===== src/rtl/mup_link_pkg.sv =====
`default_nettype none
// ============================================================================
//  Module      : mup_link_pkg
//  Description : Shared constants, FSM state types and checksum helper for
//                the mup_link RS-485 link engine.
//  Revision    : 1.0 - initial release
// ============================================================================
package mup_link_pkg;

  // Upper five bits of every address byte on the wire.
  localparam logic [4:0] ADDR_TAG = 5'b10100;
  localparam int TX_BYTES = 4;
  localparam int RX_BYTES = 7;

  typedef enum logic [2:0] {
    ST_IDLE  = 3'd0,
    ST_TX    = 3'd1,
    ST_GUARD = 3'd2,
    ST_WAIT  = 3'd3,
    ST_RX    = 3'd4,
    ST_DONE  = 3'd5
  } link_state_e;

  typedef enum logic [1:0] {
    RX_HUNT  = 2'd0,
    RX_START = 2'd1,
    RX_DATA  = 2'd2,
    RX_STOP  = 2'd3
  } rx_state_e;

  // Running packet checksum: plain byte XOR.
  function automatic logic [7:0] chk_add(input logic [7:0] acc, input logic [7:0] b);
    return acc ^ b;
  endfunction

endpackage
`default_nettype wire


===== src/rtl/mup_link_if.sv =====
`default_nettype none
// ============================================================================
//  Module      : mup_link_if
//  Description : Sequencer-side and line-side signals of the MUP link.
//                master = sequencer / line model, slave = mup_link.
//  Ports       : clk_en, data_i, start, n_mup[2:0], led[15:0]   (to link)
//                data_o, dir_485, busy, error, answer,
//                but[15:0], an_data[23:0]                        (from link)
//  Revision    : 1.0 - initial release
// ============================================================================
interface mup_link_if;
  logic        clk_en;
  logic        data_i;
  logic        data_o;
  logic        dir_485;
  logic        start;
  logic [2:0]  n_mup;
  logic [15:0] led;
  logic        busy;
  logic        error;
  logic        answer;
  logic [15:0] but;
  logic [23:0] an_data;

  modport master (
    output clk_en, data_i, start, n_mup, led,
    input  data_o, dir_485, busy, error, answer, but, an_data
  );

  modport slave (
    input  clk_en, data_i, start, n_mup, led,
    output data_o, dir_485, busy, error, answer, but, an_data
  );
endinterface
`default_nettype wire


===== src/rtl/mup_uart_rx.sv =====
`default_nettype none
// ============================================================================
//  Module      : mup_uart_rx
//  Description : 8N1 byte receiver: 2-flop synchronizer, start-bit
//                validation at mid-bit, mid-bit data/stop sampling.
//  Ports       : clk, rst_n      clock, synchronous active-low reset
//                clk_en_i        clock enable (state moves only when 1)
//                en_i            hunt for start bits only while 1
//                rxd_i           asynchronous serial line
//                byte_o          last received byte
//                byte_vld_o      one enabled tick per received byte
//                frame_err_o     stop bit of byte_o was 0
//                busy_o          a byte is being received
//  Revision    : 1.0 - initial release
// ============================================================================
module mup_uart_rx import mup_link_pkg::*; #(
  parameter int BIT_DIV = 16
) (
  input  logic       clk,
  input  logic       rst_n,
  input  logic       clk_en_i,
  input  logic       en_i,
  input  logic       rxd_i,
  output logic [7:0] byte_o,
  output logic       byte_vld_o,
  output logic       frame_err_o,
  output logic       busy_o
);

  localparam logic [15:0] BD_M1   = 16'(BIT_DIV - 1);
  localparam logic [15:0] HALF_M1 = 16'(BIT_DIV / 2 - 1);

  rx_state_e   st_q, st_d;
  logic        s1_q, s1_d, s2_q, s2_d, prev_q, prev_d;
  logic [15:0] cnt_q, cnt_d;
  logic [2:0]  bit_q, bit_d;
  logic [7:0]  sh_q, sh_d;
  logic        vld_q, vld_d, fe_q, fe_d;

  always_ff @(posedge clk) begin
    if (!rst_n) begin
      st_q   <= RX_HUNT;
      s1_q   <= 1'b1;
      s2_q   <= 1'b1;
      prev_q <= 1'b1;
      cnt_q  <= '0;
      bit_q  <= '0;
      sh_q   <= '0;
      vld_q  <= 1'b0;
      fe_q   <= 1'b0;
    end else if (clk_en_i) begin
      st_q   <= st_d;
      s1_q   <= s1_d;
      s2_q   <= s2_d;
      prev_q <= prev_d;
      cnt_q  <= cnt_d;
      bit_q  <= bit_d;
      sh_q   <= sh_d;
      vld_q  <= vld_d;
      fe_q   <= fe_d;
    end
  end

  always_comb begin
    st_d   = st_q;
    s1_d   = rxd_i;
    s2_d   = s1_q;
    prev_d = s2_q;
    cnt_d  = cnt_q;
    bit_d  = bit_q;
    sh_d   = sh_q;
    vld_d  = 1'b0;
    fe_d   = fe_q;
    case (st_q)
      RX_HUNT: begin
        if (en_i && prev_q && !s2_q) begin
          st_d  = RX_START;
          cnt_d = '0;
        end
      end
      RX_START: begin
        if (cnt_q == HALF_M1) begin
          // Line back high at mid start bit: treat the edge as a glitch.
          st_d  = s2_q ? RX_HUNT : RX_DATA;
          cnt_d = '0;
          bit_d = '0;
        end else begin
          cnt_d = cnt_q + 16'd1;
        end
      end
      RX_DATA: begin
        if (cnt_q == BD_M1) begin
          cnt_d = '0;
          sh_d  = {s2_q, sh_q[7:1]};
          bit_d = bit_q + 3'd1;
          if (bit_q == 3'd7) st_d = RX_STOP;
        end else begin
          cnt_d = cnt_q + 16'd1;
        end
      end
      RX_STOP: begin
        if (cnt_q == BD_M1) begin
          vld_d = 1'b1;
          fe_d  = !s2_q;
          st_d  = RX_HUNT;
          cnt_d = '0;
        end else begin
          cnt_d = cnt_q + 16'd1;
        end
      end
      default: st_d = RX_HUNT;
    endcase
    if (!en_i) st_d = RX_HUNT;
  end

  assign byte_o      = sh_q;
  assign byte_vld_o  = vld_q;
  assign frame_err_o = fe_q;
  assign busy_o      = (st_q != RX_HUNT);

endmodule
`default_nettype wire


===== src/rtl/mup_link.sv =====
`default_nettype none
// ============================================================================
//  Module      : mup_link
//  Description : RS-485 half-duplex link engine. On start, sends
//                {ADDR, led lo, led hi, CHK} to module n_mup, then receives
//                the 7-byte reply {ADDR, but lo/hi, an 0/1/2, CHK}.
//  Ports       : clk, rst_n   clock, synchronous active-low reset
//                bus          mup_link_if.slave (handshake, line, results)
//  Revision    : 1.0 - initial release
// ============================================================================
module mup_link import mup_link_pkg::*; #(
  parameter int BIT_DIV      = 16,
  parameter int TIMEOUT_BITS = 40,
  parameter int GUARD_BITS   = 1
) (
  input  logic      clk,
  input  logic      rst_n,
  mup_link_if.slave bus
);

  localparam int          TX_BITS  = TX_BYTES * 10;
  localparam logic [15:0] BD_M1    = 16'(BIT_DIV - 1);
  localparam logic [15:0] GUARD_M1 = 16'(GUARD_BITS * BIT_DIV - 1);
  localparam logic [15:0] TO_M1    = 16'(TIMEOUT_BITS * BIT_DIV - 1);
  localparam logic [5:0]  TX_LAST  = 6'(TX_BITS - 1);
  localparam logic [2:0]  RX_LAST  = 3'(RX_BYTES - 1);

  link_state_e  state_q, state_d;
  logic [39:0]  tx_sh_q, tx_sh_d;
  logic [5:0]   tx_bit_q, tx_bit_d;
  logic [15:0]  cnt_q, cnt_d;         // bit ticks in TX, guard ticks, then timeout
  logic [2:0]   n_q, n_d;
  logic [2:0]   rx_cnt_q, rx_cnt_d;
  logic [7:0]   chk_q, chk_d;
  logic         err_acc_q, err_acc_d;
  logic [15:0]  but_t_q, but_t_d;
  logic [23:0]  an_t_q, an_t_d;
  logic         data_o_q, data_o_d, dir_q, dir_d, busy_q, busy_d;
  logic         error_q, error_d, answer_q, answer_d;
  logic [15:0]  but_q, but_d;
  logic [23:0]  an_q, an_d;

  logic [7:0]   w_addr, w_txchk, w_rx_byte;
  logic [39:0]  w_frame;
  logic         w_rx_en, w_rx_vld, w_rx_fe, w_rx_busy;

  assign w_rx_en = (state_q == ST_WAIT) || (state_q == ST_RX);

  mup_uart_rx #(.BIT_DIV(BIT_DIV)) u_rx (
    .clk         (clk),
    .rst_n       (rst_n),
    .clk_en_i    (bus.clk_en),
    .en_i        (w_rx_en),
    .rxd_i       (bus.data_i),
    .byte_o      (w_rx_byte),
    .byte_vld_o  (w_rx_vld),
    .frame_err_o (w_rx_fe),
    .busy_o      (w_rx_busy)
  );

  // Whole TX packet as one LSB-first bit stream, start/stop bits included.
  always_comb begin
    w_addr  = {ADDR_TAG, bus.n_mup};
    w_txchk = chk_add(chk_add(w_addr, bus.led[7:0]), bus.led[15:8]);
    w_frame = {1'b1, w_txchk, 1'b0, 1'b1, bus.led[15:8], 1'b0,
               1'b1, bus.led[7:0], 1'b0, 1'b1, w_addr, 1'b0};
  end

  always_ff @(posedge clk) begin
    if (!rst_n) begin
      state_q   <= ST_IDLE;
      tx_sh_q   <= '1;
      tx_bit_q  <= '0;
      cnt_q     <= '0;
      n_q       <= '0;
      rx_cnt_q  <= '0;
      chk_q     <= '0;
      err_acc_q <= 1'b0;
      but_t_q   <= '0;
      an_t_q    <= '0;
      data_o_q  <= 1'b1;
      dir_q     <= 1'b0;
      busy_q    <= 1'b0;
      error_q   <= 1'b0;
      answer_q  <= 1'b0;
      but_q     <= '0;
      an_q      <= '0;
    end else if (bus.clk_en) begin
      state_q   <= state_d;
      tx_sh_q   <= tx_sh_d;
      tx_bit_q  <= tx_bit_d;
      cnt_q     <= cnt_d;
      n_q       <= n_d;
      rx_cnt_q  <= rx_cnt_d;
      chk_q     <= chk_d;
      err_acc_q <= err_acc_d;
      but_t_q   <= but_t_d;
      an_t_q    <= an_t_d;
      data_o_q  <= data_o_d;
      dir_q     <= dir_d;
      busy_q    <= busy_d;
      error_q   <= error_d;
      answer_q  <= answer_d;
      but_q     <= but_d;
      an_q      <= an_d;
    end
  end

  always_comb begin
    state_d   = state_q;
    tx_sh_d   = tx_sh_q;
    tx_bit_d  = tx_bit_q;
    cnt_d     = cnt_q;
    n_d       = n_q;
    rx_cnt_d  = rx_cnt_q;
    chk_d     = chk_q;
    err_acc_d = err_acc_q;
    but_t_d   = but_t_q;
    an_t_d    = an_t_q;
    data_o_d  = data_o_q;
    dir_d     = dir_q;
    busy_d    = busy_q;
    error_d   = error_q;
    answer_d  = answer_q;
    but_d     = but_q;
    an_d      = an_q;
    case (state_q)
      ST_IDLE: begin
        if (bus.start) begin
          n_d       = bus.n_mup;
          tx_sh_d   = w_frame;
          data_o_d  = w_frame[0];
          dir_d     = 1'b1;
          busy_d    = 1'b1;
          cnt_d     = '0;
          tx_bit_d  = '0;
          rx_cnt_d  = '0;
          chk_d     = '0;
          err_acc_d = 1'b0;
          but_t_d   = '0;
          an_t_d    = '0;
          state_d   = ST_TX;
        end
      end
      ST_TX: begin
        if (cnt_q == BD_M1) begin
          cnt_d = '0;
          if (tx_bit_q == TX_LAST) begin
            data_o_d = 1'b1;
            state_d  = ST_GUARD;
          end else begin
            tx_bit_d = tx_bit_q + 6'd1;
            tx_sh_d  = {1'b1, tx_sh_q[39:1]};
            data_o_d = tx_sh_q[1];
          end
        end else begin
          cnt_d = cnt_q + 16'd1;
        end
      end
      ST_GUARD: begin
        if (cnt_q == GUARD_M1) begin
          cnt_d   = '0;
          dir_d   = 1'b0;
          state_d = ST_WAIT;
        end else begin
          cnt_d = cnt_q + 16'd1;
        end
      end
      ST_WAIT: begin
        if (w_rx_busy) begin
          state_d = ST_RX;
        end else if (cnt_q == TO_M1) begin
          err_acc_d = 1'b1;
          state_d   = ST_DONE;
        end else begin
          cnt_d = cnt_q + 16'd1;
        end
      end
      ST_RX: begin
        if (w_rx_vld) begin
          // Timeout window restarts from each completed byte.
          cnt_d    = '0;
          rx_cnt_d = rx_cnt_q + 3'd1;
          chk_d    = chk_add(chk_q, w_rx_byte);
          if (w_rx_fe) err_acc_d = 1'b1;
          case (rx_cnt_q)
            3'd0:    if (w_rx_byte != {ADDR_TAG, n_q}) err_acc_d = 1'b1;
            3'd1:    but_t_d[7:0]   = w_rx_byte;
            3'd2:    but_t_d[15:8]  = w_rx_byte;
            3'd3:    an_t_d[7:0]    = w_rx_byte;
            3'd4:    an_t_d[15:8]   = w_rx_byte;
            3'd5:    an_t_d[23:16]  = w_rx_byte;
            default: if (w_rx_byte != chk_q) err_acc_d = 1'b1;
          endcase
          if (rx_cnt_q == RX_LAST) state_d = ST_DONE;
        end else if (!w_rx_busy) begin
          // Only idle-line time counts; a byte in flight pauses the window.
          if (cnt_q == TO_M1) begin
            err_acc_d = 1'b1;
            state_d   = ST_DONE;
          end else begin
            cnt_d = cnt_q + 16'd1;
          end
        end
      end
      ST_DONE: begin
        busy_d   = 1'b0;
        answer_d = (rx_cnt_q != 3'd0);
        error_d  = err_acc_q;
        but_d    = err_acc_q ? 16'd0 : but_t_q;
        an_d     = err_acc_q ? 24'd0 : an_t_q;
        state_d  = ST_IDLE;
      end
      default: state_d = ST_IDLE;
    endcase
  end

  assign bus.data_o  = data_o_q;
  assign bus.dir_485 = dir_q;
  assign bus.busy    = busy_q;
  assign bus.error   = error_q;
  assign bus.answer  = answer_q;
  assign bus.but     = but_q;
  assign bus.an_data = an_q;

endmodule
`default_nettype wire

===== src/flat_wrapper.sv =====
// flat-port wrapper written by rule: the top's interface ports become plain ports
module mup_link_flat import mup_link_pkg::*;
#(
  parameter int BIT_DIV      = 16,
  parameter int TIMEOUT_BITS = 40,
  parameter int GUARD_BITS   = 1
)
  (clk, rst_n, bus_clk_en, bus_data_i, bus_start, bus_n_mup, bus_led, bus_data_o, bus_dir_485, bus_busy, bus_error, bus_answer, bus_but, bus_an_data);
  mup_link_if bus_i ();
  input  logic clk;
  input  logic rst_n;
  input wire logic [$bits(bus_i.clk_en)-1:0] bus_clk_en;
  input wire logic [$bits(bus_i.data_i)-1:0] bus_data_i;
  input wire logic [$bits(bus_i.start)-1:0] bus_start;
  input wire logic [$bits(bus_i.n_mup)-1:0] bus_n_mup;
  input wire logic [$bits(bus_i.led)-1:0] bus_led;
  output wire logic [$bits(bus_i.data_o)-1:0] bus_data_o;
  output wire logic [$bits(bus_i.dir_485)-1:0] bus_dir_485;
  output wire logic [$bits(bus_i.busy)-1:0] bus_busy;
  output wire logic [$bits(bus_i.error)-1:0] bus_error;
  output wire logic [$bits(bus_i.answer)-1:0] bus_answer;
  output wire logic [$bits(bus_i.but)-1:0] bus_but;
  output wire logic [$bits(bus_i.an_data)-1:0] bus_an_data;
  assign bus_i.clk_en = bus_clk_en;
  assign bus_i.data_i = bus_data_i;
  assign bus_i.start = bus_start;
  assign bus_i.n_mup = bus_n_mup;
  assign bus_i.led = bus_led;
  assign bus_data_o = bus_i.data_o;
  assign bus_dir_485 = bus_i.dir_485;
  assign bus_busy = bus_i.busy;
  assign bus_error = bus_i.error;
  assign bus_answer = bus_i.answer;
  assign bus_but = bus_i.but;
  assign bus_an_data = bus_i.an_data;
  mup_link #(.BIT_DIV(BIT_DIV), .TIMEOUT_BITS(TIMEOUT_BITS), .GUARD_BITS(GUARD_BITS)) u_core (.clk(clk), .rst_n(rst_n), .bus(bus_i));
endmodule

===== config.mk =====
export PLATFORM = sky130hd
export DESIGN_NAME = mup_link_flat
export DESIGN_NICKNAME = d
export VERILOG_FILES = /design/src/rtl/mup_link_pkg.sv /design/src/rtl/mup_link_if.sv /design/src/rtl/mup_uart_rx.sv /design/src/rtl/mup_link.sv /design/src/flat_wrapper.sv
export SDC_FILE = /design/constraint.sdc
export NUM_CORES = 1
export LEC_CHECK = 0
export CAP_MARGIN = 20
export CORE_UTILIZATION = 55
export CTS_CLUSTER_DIAMETER = 40
export DETAILED_ROUTE_END_ITERATION = 8
export PLACE_DENSITY_LB_ADDON = 0.25
export SYNTH_ARGS = -nofsm -noshare
export SYNTH_HDL_FRONTEND = slang
export SYNTH_HIERARCHICAL = 1
export SYNTH_SLANG_ARGS = --single-unit

===== constraint.sdc =====
create_clock -name clk -period 2.9 [get_ports clk]
set_input_delay 0.58 -clock clk [delete_from_list [all_inputs] [get_ports clk]]
set_output_delay 0.58 -clock clk [all_outputs]
set_load 0.02 [all_outputs]

**Yosys cells after proc, flatten, opt, wreduce, memory -nomap -nowiden**

Index checks and enable logic that the tools add are counted.

- Flip-flop bits (word level): 199
- Bits in latches: 0
- Memory bits (writable): 0
- ROM bits: 0
- Input bits: 24
- Output and inout bits: 45
- Memories: 0

- Add/sub/neg operators: 5
- $mul: 0
- Divide/modulo/power cells: 0
- $lt $le $gt $ge: 0
- Equality and inequality tests: 43
- Shifts and indexed selects: 0
- Muxes and demuxes: 75
- Bitwise logic cells: 3
- Reductions and logical operators: 39

Operators by type and width:

| operator | number |
|---|---|
| 2-to-1 mux 16 bit | 10 |
| 2-to-1 mux 40 bit | 3 |
| case mux 40 bit (2 select lines) | 1 |
| 2-to-1 mux 24 bit | 3 |
| case mux 16 bit (4 select lines) | 1 |
| 2-to-1 mux 8 bit | 7 |
| case mux 16 bit (3 select lines) | 1 |
| case mux 24 bit (2 select lines) | 1 |
| 2-to-1 mux 3 bit | 13 |
| adder 16 x 1 -> 16 bit, second input constant | 2 |
| == test 16 x 4 -> 1 bit, second input constant | 2 |
| case mux 16 bit (2 select lines) | 1 |
| AND reduction 5 bit | 6 |
| XOR 8 bit | 3 |
| != test 2 bit, second input constant | 11 |
| != test 3 bit, second input constant | 7 |
| == test 3 bit, second input constant | 6 |
| 2-to-1 mux 6 bit | 3 |
| AND reduction 3 bit | 6 |
| == test 16 x 10 -> 1 bit, second input constant | 1 |
| == test 16 x 3 -> 1 bit, second input constant | 1 |
| != test 8 bit | 2 |
| case mux 8 bit (2 select lines) | 1 |
| AND reduction 4 bit | 4 |
| 29 further kinds | 69 |

**Logic depth before layout (Yosys ltp)**

- Depth after elaboration: 7
- Depth in mapped cells: 10
- Depth with buffers taken out: 8

**Modules after synthesis**

Netlist, hierarchy kept.

Modules (own cells, without submodules):

| module | instances | cells an instance | area each (µm²) | seq. area each (µm²) |
|---|---|---|---|---|
| mup_link | 1 | 858 | 7409.6 | 3263.1 |
| mup_uart_rx | 1 | 174 | 1664.1 | 680.7 |

**Worst setup path before layout**

Ideal clock, no wire load.

- Path type: register -> register
- Start point: register u_core.state_q[0]
- End point: register u_core.u_rx.cnt_q[10]
- Arrival time: 2.193 ns
- Slack: 0.588 ns
- Stages on the path, launching flop included: 9
- Path through: dfxtp_1 buf_2 or3b_4 nand2_1 nand3b_1 a2111oi_0 nand4_1 xor2_1 nor2_1

- Cells in the longest elaborated chain, start to end: 6
- Elaborated cells on any way between the ends: 7
- Those cells by class: eq/ne (3); reduce/logical (4)

RTL lines:

| element | line | RTL |
|---|---|---|
| start: declaration | mup_link.sv:28 | `link_state_e state_q, state_d;` |
| start signal: assignment | mup_link.sv:89 | `state_q <= state_d;` |
| == test 3 x 2 -> 1 bit or == test 3 bit (tied branches) | mup_link.sv:47 | `assign w_rx_en = (state_q == ST_WAIT) \|\| (state_q == ST_RX);` |
| logical OR 1 bit * | mup_link.sv:47 |  |
| net u_core.w_rx_en | mup_link.sv:45 | `logic w_rx_en, w_rx_vld, w_rx_fe, w_rx_busy;` |
| logical AND 1 bit * (2 in a row) | mup_uart_rx.sv:76 | `if (en_i && prev_q && !s2_q) begin` |
| != test 2 bit (no source line) * | n/a |  |
| AND reduction 2 bit (no source line) * | n/a |  |
| end signal: assignment | mup_uart_rx.sv:56 | `cnt_q <= cnt_d;` |
| end: declaration | mup_uart_rx.sv:35 | `logic [15:0] cnt_q, cnt_d;` |

Mark *: on every way through the listed nets, which the timed path passes. The rest lies on a longest branch.
A chain may end at the register's enable or synchronous reset.

**Final worst setup path**

- Start point: register u_core.u_rx.cnt_q[0]
- End point: register u_core.u_rx.cnt_q[14]

- Cells in the longest elaborated chain, start to end: 3
- Elaborated cells on any way between the ends: 6
- Those cells by class: add/sub (1); eq/ne (2); mux (3)

RTL lines:

| element | line | RTL |
|---|---|---|
| adder 16 x 1 -> 16 bit (tied with other cells) | mup_uart_rx.sv:88, mup_uart_rx.sv:98, mup_uart_rx.sv:108 |  |
| 2-to-1 mux 16 bit, on equally long branches | mup_uart_rx.sv:92, mup_uart_rx.sv:102, mup_uart_rx.sv:82 |  |
| case mux 16 bit (3 select lines) * | mup_uart_rx.sv:74 | `case (st_q)` |

Every way passes the cells marked *; elsewhere a longest branch is shown, timed or not.

==> results.sh <==
export IMPL_status="completed"
export IMPL_ys_warn_count=6
export IMPL_critical_path_top_delay_family="compound AO/OA/AOI/OAI gates"
export IMPL_vdd_drop_max_mv=0.4315
export IMPL_finalSetupTns_ps=0
export IMPL_r2r_cells=6
export IMPL_stdcell_area_um2=10570
export IMPL_clock_sinks=197
export IMPL_slew_headroom_pct=58.47
export IMPL_max_cap_violations=0
export IMPL_path_cells="ha_1, or4bb_1, o41ai_4, o22ai_1, o21ai_2, nor2_1"
export IMPL_track_usage_pct=24.92
export IMPL_cts_hold_buf=0
export IMPL_avgSynthCellArea_um2=8.792
export IMPL_rsz0062_at_grt="no"
export IMPL_cts_buffer_depth=2
export IMPL_critPathLaunchType="register"
export IMPL_place_area_um2=9975
export IMPL_ctsResizeCount=0
export IMPL_grt_pass1_wl_um=33780
export IMPL_async_reset_ff_share_pct=0
export IMPL_leakage_nw=3.968
export IMPL_worstSetupPathDepth=6
export IMPL_synth_edf_count=0
export IMPL_area_growth_pct=16.51
export IMPL_core_area_um2=16000
export IMPL_setup_viol=0
export IMPL_gp_congestion=0.8746
export IMPL_worstMarginPinSlew_ps=622.9
export IMPL_stdcell_count=1311
export IMPL_die_h_um=130.4
export IMPL_clkLatencyLatePin_ps=440
export IMPL_powerDensity_nw_per_um2=542.5
export IMPL_start_util_pct=56.71
export IMPL_placementRows=46
export IMPL_die_w_um=130.4
export IMPL_max_stage_delay_ps=550
export IMPL_nNetsFinal=1120
export IMPL_grt_ovfl_total=0
export IMPL_grt_start_max_net_pins=73
export IMPL_vias=7504
export IMPL_slew_violations=0
export IMPL_syn_nets=1070
export IMPL_slowest_stage="or4bb_1"
export IMPL_antenna_found_initial=0
export IMPL_io_buffers=68
export IMPL_numCtsBuffers=17
export IMPL_final_setup_skew_ps=11.10
export IMPL_postCtsSetupRepairBufs=0
export IMPL_route_detailed_drc=0
export IMPL_wl_per_cell_um=15.69
export IMPL_dp_hpwl_um=13330
export IMPL_utilization_pct=66.07
export IMPL_cts_tree="yes"
export IMPL_netlist_area_um2=9074
export IMPL_whs_path_depth=2
export IMPL_drt_wl_total_um=20570
export IMPL_finalHoldViolCount=0
export IMPL_htree_levels=4
export IMPL_first_global_vias=6833
export IMPL_cts_root_buf="clkbuf_16"
export IMPL_netlist_instances=1032
export IMPL_worstHoldPathType="reg -> reg"
export IMPL_ys_types=76
export IMPL_crit_required_ps=3200
export IMPL_ys_seq_area_share_pct=43.46
export IMPL_postRouteAntennaNets=0
export IMPL_yosys_area_top_type_share_pct=43.46
export IMPL_cp_end_kind="register"
export IMPL_path_clk_slew_ps=70
export IMPL_synth_ff_type="dfxtp_1"
export IMPL_drt_initial_drc_count=718
export IMPL_arrival_ps=2800
export IMPL_io_pins=69
export IMPL_fmax_ghz=0.4012
export IMPL_ys_ff_latch=197
export IMPL_die_area_um2=17020
export IMPL_synth_top_area_cell="dfxtp_1"
export IMPL_critical_path_class="reg -> reg"
export IMPL_min_period_ps=2493
export IMPL_crit_fanout=13
export IMPL_diodes=0
export IMPL_firstDrtPassIters=5
export IMPL_drive_gt1_share_pct=8.219
export IMPL_path_buf_inv=0
export IMPL_dp_cells=1279
export IMPL_vias_per_cell=5.724
export IMPL_fin_crit_sh_pct=85.96
export IMPL_synth_area_leaders="dfxtp_1 43%, nor2_1 7.7%, mux2i_1 6.3%, a21oi_1 3.5%, nor3b_1 3.3%"
[worst paths after layout]
kind	start	endpoint	slack [ps]
worst max-delay path	u_core/u_rx/cnt_q[0]	u_core/u_rx/cnt_q[14]	410
worst min-delay path	u_core/u_rx/bit_q[1]	u_core/u_rx/bit_q[1]	470
worst max register to register	u_core/u_rx/cnt_q[0]	u_core/u_rx/cnt_q[14]	410
worst min register to register	u_core/u_rx/bit_q[1]	u_core/u_rx/bit_q[1]	470
[logic make-up (layout without fill, tap and decap cells)]
group                      after synthesis  in the layout  share of synthesized area [%]
AOI/OAI and AO/OA                      193            193                          15.40
DFF                                    197            197                          43.46
xor gates and xnor gates                47             47                          4.537
muxes                                   57             57                          6.288
adders and majority gates               14             14                          1.931
buffers and inverters                   84            147                          3.888
and+or+nand+nor                        440            440                          24.49
[cell usage in the layout (no fill, tap or decap), types with 5 or more instances in the layout]
| master | count |
|---|---|
| nor3_1 | 13 |
| and4_1 | 6 |
| a31oi_1 | 6 |
| nand3b_1 | 6 |
| o211ai_1 | 8 |
| clkbuf_16 | 17 |
| nand3_1 | 25 |
| xor2_1 | 31 |
| a221o_1 | 12 |
| ha_1 | 14 |
| xnor2_1 | 16 |
| clkdlybuf4s50_1 | 67 |
| buf_4 | 26 |
| o21ai_0 | 25 |
| o311ai_0 | 18 |
| nand4_1 | 20 |
| nor2_1 | 187 |
| nand2_1 | 75 |
| or3_1 | 5 |
| and3_1 | 16 |
| nor3b_1 | 40 |
| a21oi_1 | 64 |
| nor2b_1 | 13 |
| mux2i_1 | 57 |
| inv_1 | 18 |
| dfxtp_1 | 197 |
| a211oi_1 | 8 |
[metrics by stage]
| step | hold WS [ps] | setup WS (ps) | power (mW) |
|---|---|---|---|
| after floorplan | 439.7 | 587.7 | 3.271 |
| after global placement | 450.5 | 430.3 | 3.424 |
| after detailed placement | 466.0 | 388.2 | 3.433 |
| after CTS | 477.5 | 373.7 | 5.761 |
| after global routing | 498.9 | 200.7 | 5.938 |
| final | 469.6 | 407.3 | 5.735 |
[flip-flops by register name, indices dropped and copies added (netlist names), 2 cells and up]
register	count
u_core/tx_bit_q	6
u_core/state_q	3
u_core/chk_q	8
u_core/u_rx/cnt_q	16
u_core/bus.but	16
u_core/n_q	3
u_core/u_rx/st_q	2
u_core/tx_sh_q	38
u_core/an_t_q	24
u_core/cnt_q	16
u_core/but_t_q	16
u_core/bus.an_data	24
u_core/u_rx/byte_o	8
u_core/u_rx/bit_q	3
u_core/rx_cnt_q	3
[routing by layer]
| metal | wire length, um | global-route usage [%] | vias to the layer above | part of all wire [%] |
|---|---|---|---|---|
| li1 | - | - | 3759 | - |
| met1 | 9879 | 34.95 | 3554 | 48 |
| met2 | 9527 | 39.21 | 171 | 46 |
| met3 | 973 | 5.782 | 20 | 4.7 |
| met4 | 187 | 5.274 | 0 | 0.91 |
| met5 | 0 | 0 | - | 0 |
[cell type report]
cell class	instances	area, um^2
Timing Repair Buffer	96	910.9
Fill cell	1338	5429
Multi-Input combinational cell	751	4777
Sequential cell	197	3944
Inverter	19	72.57
Clock buffer	18	429.2
Tap cell	216	270.3
Clock inverter	14	167.7
[worst min-delay path, delay by kind of cell, from the launching register on]
family          cells  cell delay [ps]
simple gates        1               50
compound gates      1               60
flops               1              310
[synthesized netlist by cell type (8+ instances only)]
library cell  number
dfxtp_1          197
nor2_1           187
nand2_1           75
a21oi_1           64
mux2i_1           57
clkbuf_1          42
nor3b_1           40
xor2_1            31
nand3_1           25
o21ai_0           25
nand4_1           20
inv_1             18
o311ai_0          18
and3_1            16
xnor2_1           16
ha_1              14
buf_2             13
nor2b_1           13
nor3_1            13
a221o_1           12
a211oi_1           8
o211ai_1           8
[report_power, final]
group          switching [mW]  internal (mW)
Sequential             0.0451           2.77
Combinational           0.337          0.222
Clock                    1.13           1.23
Total                    1.51           4.22
No activity file was read; power rests on OpenSTA's default activity.
==> RTL edit, RTL diff (same flow settings) <==
Reset style: asynchronous (`rst_n`), changed in 2 clocked blocks. Comments in the files are not updated.
--- a/src/rtl/mup_uart_rx.sv
+++ b/src/rtl/mup_uart_rx.sv
@@ -37,7 +37,7 @@
   logic [7:0]  sh_q, sh_d;
   logic        vld_q, vld_d, fe_q, fe_d;
 
-  always_ff @(posedge clk) begin
+  always_ff @(posedge clk or negedge rst_n) begin
     if (!rst_n) begin
       st_q   <= RX_HUNT;
       s1_q   <= 1'b1;
--- a/src/rtl/mup_link.sv
+++ b/src/rtl/mup_link.sv
@@ -66,7 +66,7 @@
                1'b1, bus.led[7:0], 1'b0, 1'b1, w_addr, 1'b0};
   end
 
-  always_ff @(posedge clk) begin
+  always_ff @(posedge clk or negedge rst_n) begin
     if (!rst_n) begin
       state_q   <= ST_IDLE;
       tx_sh_q   <= '1;
Behaviour: differs if rst_n is asserted again (counterexample within 4 cycles, from zero or initial values and one cycle with rst_n low); with rst_n held inactive, the same outputs for 10 cycles.
==> RTL edit against the original RTL <==
- sequential cell count is the same
- area after synthesis grew 6.4%
- largest cell class is now sequential cells
- cell area grew 7.0%
- wire length grew 1.3%
- worst setup slack lost 0.12 ns
Power is not compared: it rests on default switching activity, and its combinational part moved more than twofold at a synthesized area within 25%.
==> RTL edit: results (changes against the original RTL) <==
- Nets: 1063 (-5.1%)
- Top layer in use: met4
- GRT Total Usage: 24.7% (-0.25 points)
- PortBufs: 68 (unchanged)
- Vias: 7410 (-1.3%)
- Leading cell types by total area after synthesis: dfrtp_1 (40%), dfstp_2 (11%), mux2_2 (6.2%)
- Post-synthesis sequential area ratio: 51.6% (+8.1 points)
- Status: finished clean
- Worst EP arrival: 2.86 ns (+0.06 ns)
- Wire per inst: 16.4 microns (+4.8%)
- Hold Crit Class: input port to asynchronous set/reset pin
- Routed length on met2: 9950 microns (+4.5%)
- Worst R2R Setup Slack: 0.29 ns (-0.12 ns)
- Clock tree buffer depth: 2 (unchanged)
- ANT cells: 0 (unchanged)
- Synth cell count leaders: dfrtp_1 (155), nand2_1 (140), o21ai_0 (70)
- Top FF cell, synth: dfrtp_1
- Post-CTS sizing: 0 (unchanged)
- Synth warn: 6 (unchanged)
- Reg with most FFs: u_core/tx_sh_q
- Worst path max stage delay: 0.94 ns (+0.39 ns)
- Clock Tree Root: clkbuf_16
- Layout cell share with drive strength beyond 1: 20.1% (+12 points)
- Initial antenna violation count: 0 (unchanged)
- Pre-antenna DRT Iters: 5 (unchanged)
- EDFF count, synth: 0 (unchanged)
- Vias in the first global route: 7137 (+4.4%)
- Static Leak: 4.76 nW
- Worst skew pair latency: 0.43 ns
- Met3 wire length: 739 microns (-24%)
- Int Pwr: 4.12 mW
- Wire length of the first global-routing pass: 35500 microns (+5.0%)
- CTS clk-pin slew, worst paths: 0.07 ns (about the same)
- Met2 usage: 39.3% (+0.12 points)
- Async SR Flop Fraction: 100% (+100 points)
- Largest net degree at the start of global routing: 85 (+16%)
- Detail Placement HPWL: 14100 microns (+5.8%)
- Worst relative slew slack: 26.7% (-32 points)
- Met1 GRT Util: 34.7% (-0.20 points)
- Post-synth cell types: 71 (-6.6%)
- H-tree level count: 4 (unchanged)
- Max FFs per register: 38 (unchanged)
- First-iteration detailed-routing DRC count: 446 (-38%)
- Postcts setup bufs: 0 (unchanged)
- Syn_nets: 986 (-7.9%)
- Max-cap viol count: 0 (unchanged)
- Worst Path Max Fanout: 15 (+2)
- Fillers: 1388 (+3.7%)
- Final GP Congestion: 0.874 (-0.11%)
- Slowest-stage cell, CP: o211ai_1
- Clk_skew: 0.0106 ns (-0.000457 ns)
- Maximum VDD drop: 0.000416 V
- Wl on met1: 9960 microns (+0.84%)
- Cts bufs inserted: 17 (unchanged)
- M3 GR Usage: 4.62% (-1.2 points)
[RTL edit: cell types whose count changed in the layout (fill, tap and decap cells not counted), sizes merged, moves of 14 or more]
| cell | change |
|---|---|
| a21oi | -25 |
| buf | +14 |
| dfrtp | +155 |
| dfstp | +42 |
| dfxtp | -197 |
| mux2 | +53 |
| mux2i | -55 |
| nand2 | +63 |
| nand2b | +39 |
| nor2 | -135 |
| nor3b | -36 |
| o21ai | +39 |
| xor2 | -18 |
[RTL edit: stage by stage]
stage / cell area [sq um] / total power [mW] / hold WS [ns] / cells / setup WS [ns]
floorplan: 9660 / 3.05 / 0.284 / 952 / 0.389
global placement: 10800 / 3.20 / 0.461 / 1235 / 0.346
detailed placement: 10800 / 3.21 / 0.465 / 1235 / 0.297
CTS: 11300 / 5.41 / 0.176 / 1267 / 0.280
global route: 11300 / 5.55 / 0.202 / 1267 / 0.0511
finish: 11300 / 5.35 / 0.151 / 1267 / 0.291
[RTL edit: logic make-up after synthesis]
kind of cell	Yosys count	synth area share, %
and+or+nand+nor	372	19.8
AOI/OAI and AO/OA	217	15.1
DFF	197	51.6
buffers and inverters	71	3.15
muxes	55	6.39
xor gates and xnor gates	30	2.72
adders and majority gates	10	1.30
[RTL edit: layout make-up]
type / instances / area [sq um] / area share [%]
Sequential cell: 197 / 4980 / 44.1
Timing Repair Buffer: 111 / 1060 / 9.35
Inverter: 18 / 67.6 / 0.597
Clock buffer: 23 / 479 / 4.24
Multi-Input combinational cell: 684 / 4370 / 38.7
Clock inverter: 9 / 66.3 / 0.586
Tap cell: 225 / 282 / 2.49
[RTL edit: final timing paths]
check                                     start                    end  cells after the start
setup / recovery           u_core/u_rx/cnt_q[7]   u_core/u_rx/cnt_q[5]                      4
hold / removal                            rst_n  u_core/bus.an_data[6]                      1
setup reg to reg           u_core/u_rx/cnt_q[7]   u_core/u_rx/cnt_q[5]                      4
hold reg to reg               u_core/tx_sh_q[7]      u_core/tx_sh_q[7]                      2
max in group asynchronous                 rst_n      u_core/an_t_q[20]                      2
min in group clk              u_core/tx_sh_q[7]      u_core/tx_sh_q[7]                      2
[RTL edit: power groups by stage]
stage | clock (mW) | sequential, mW | combinational [mW]
2_1_floorplan | 0 | 2.91 | 0.143
3_3_place_gp | 0 | 2.93 | 0.272
3_5_place_dp | 0 | 2.93 | 0.276
4_1_cts | 2.25 | 2.88 | 0.278
5_1_grt | 2.35 | 2.89 | 0.307
6_report | 2.19 | 2.88 | 0.272
[RTL edit: critical path: cells and delay by family (launching register included)]
kind	cells	cell delay (ns)
DFF	1	0.49
AOI/OAI and AO/OA	2	1.22
and+or+nand+nor	2	0.72
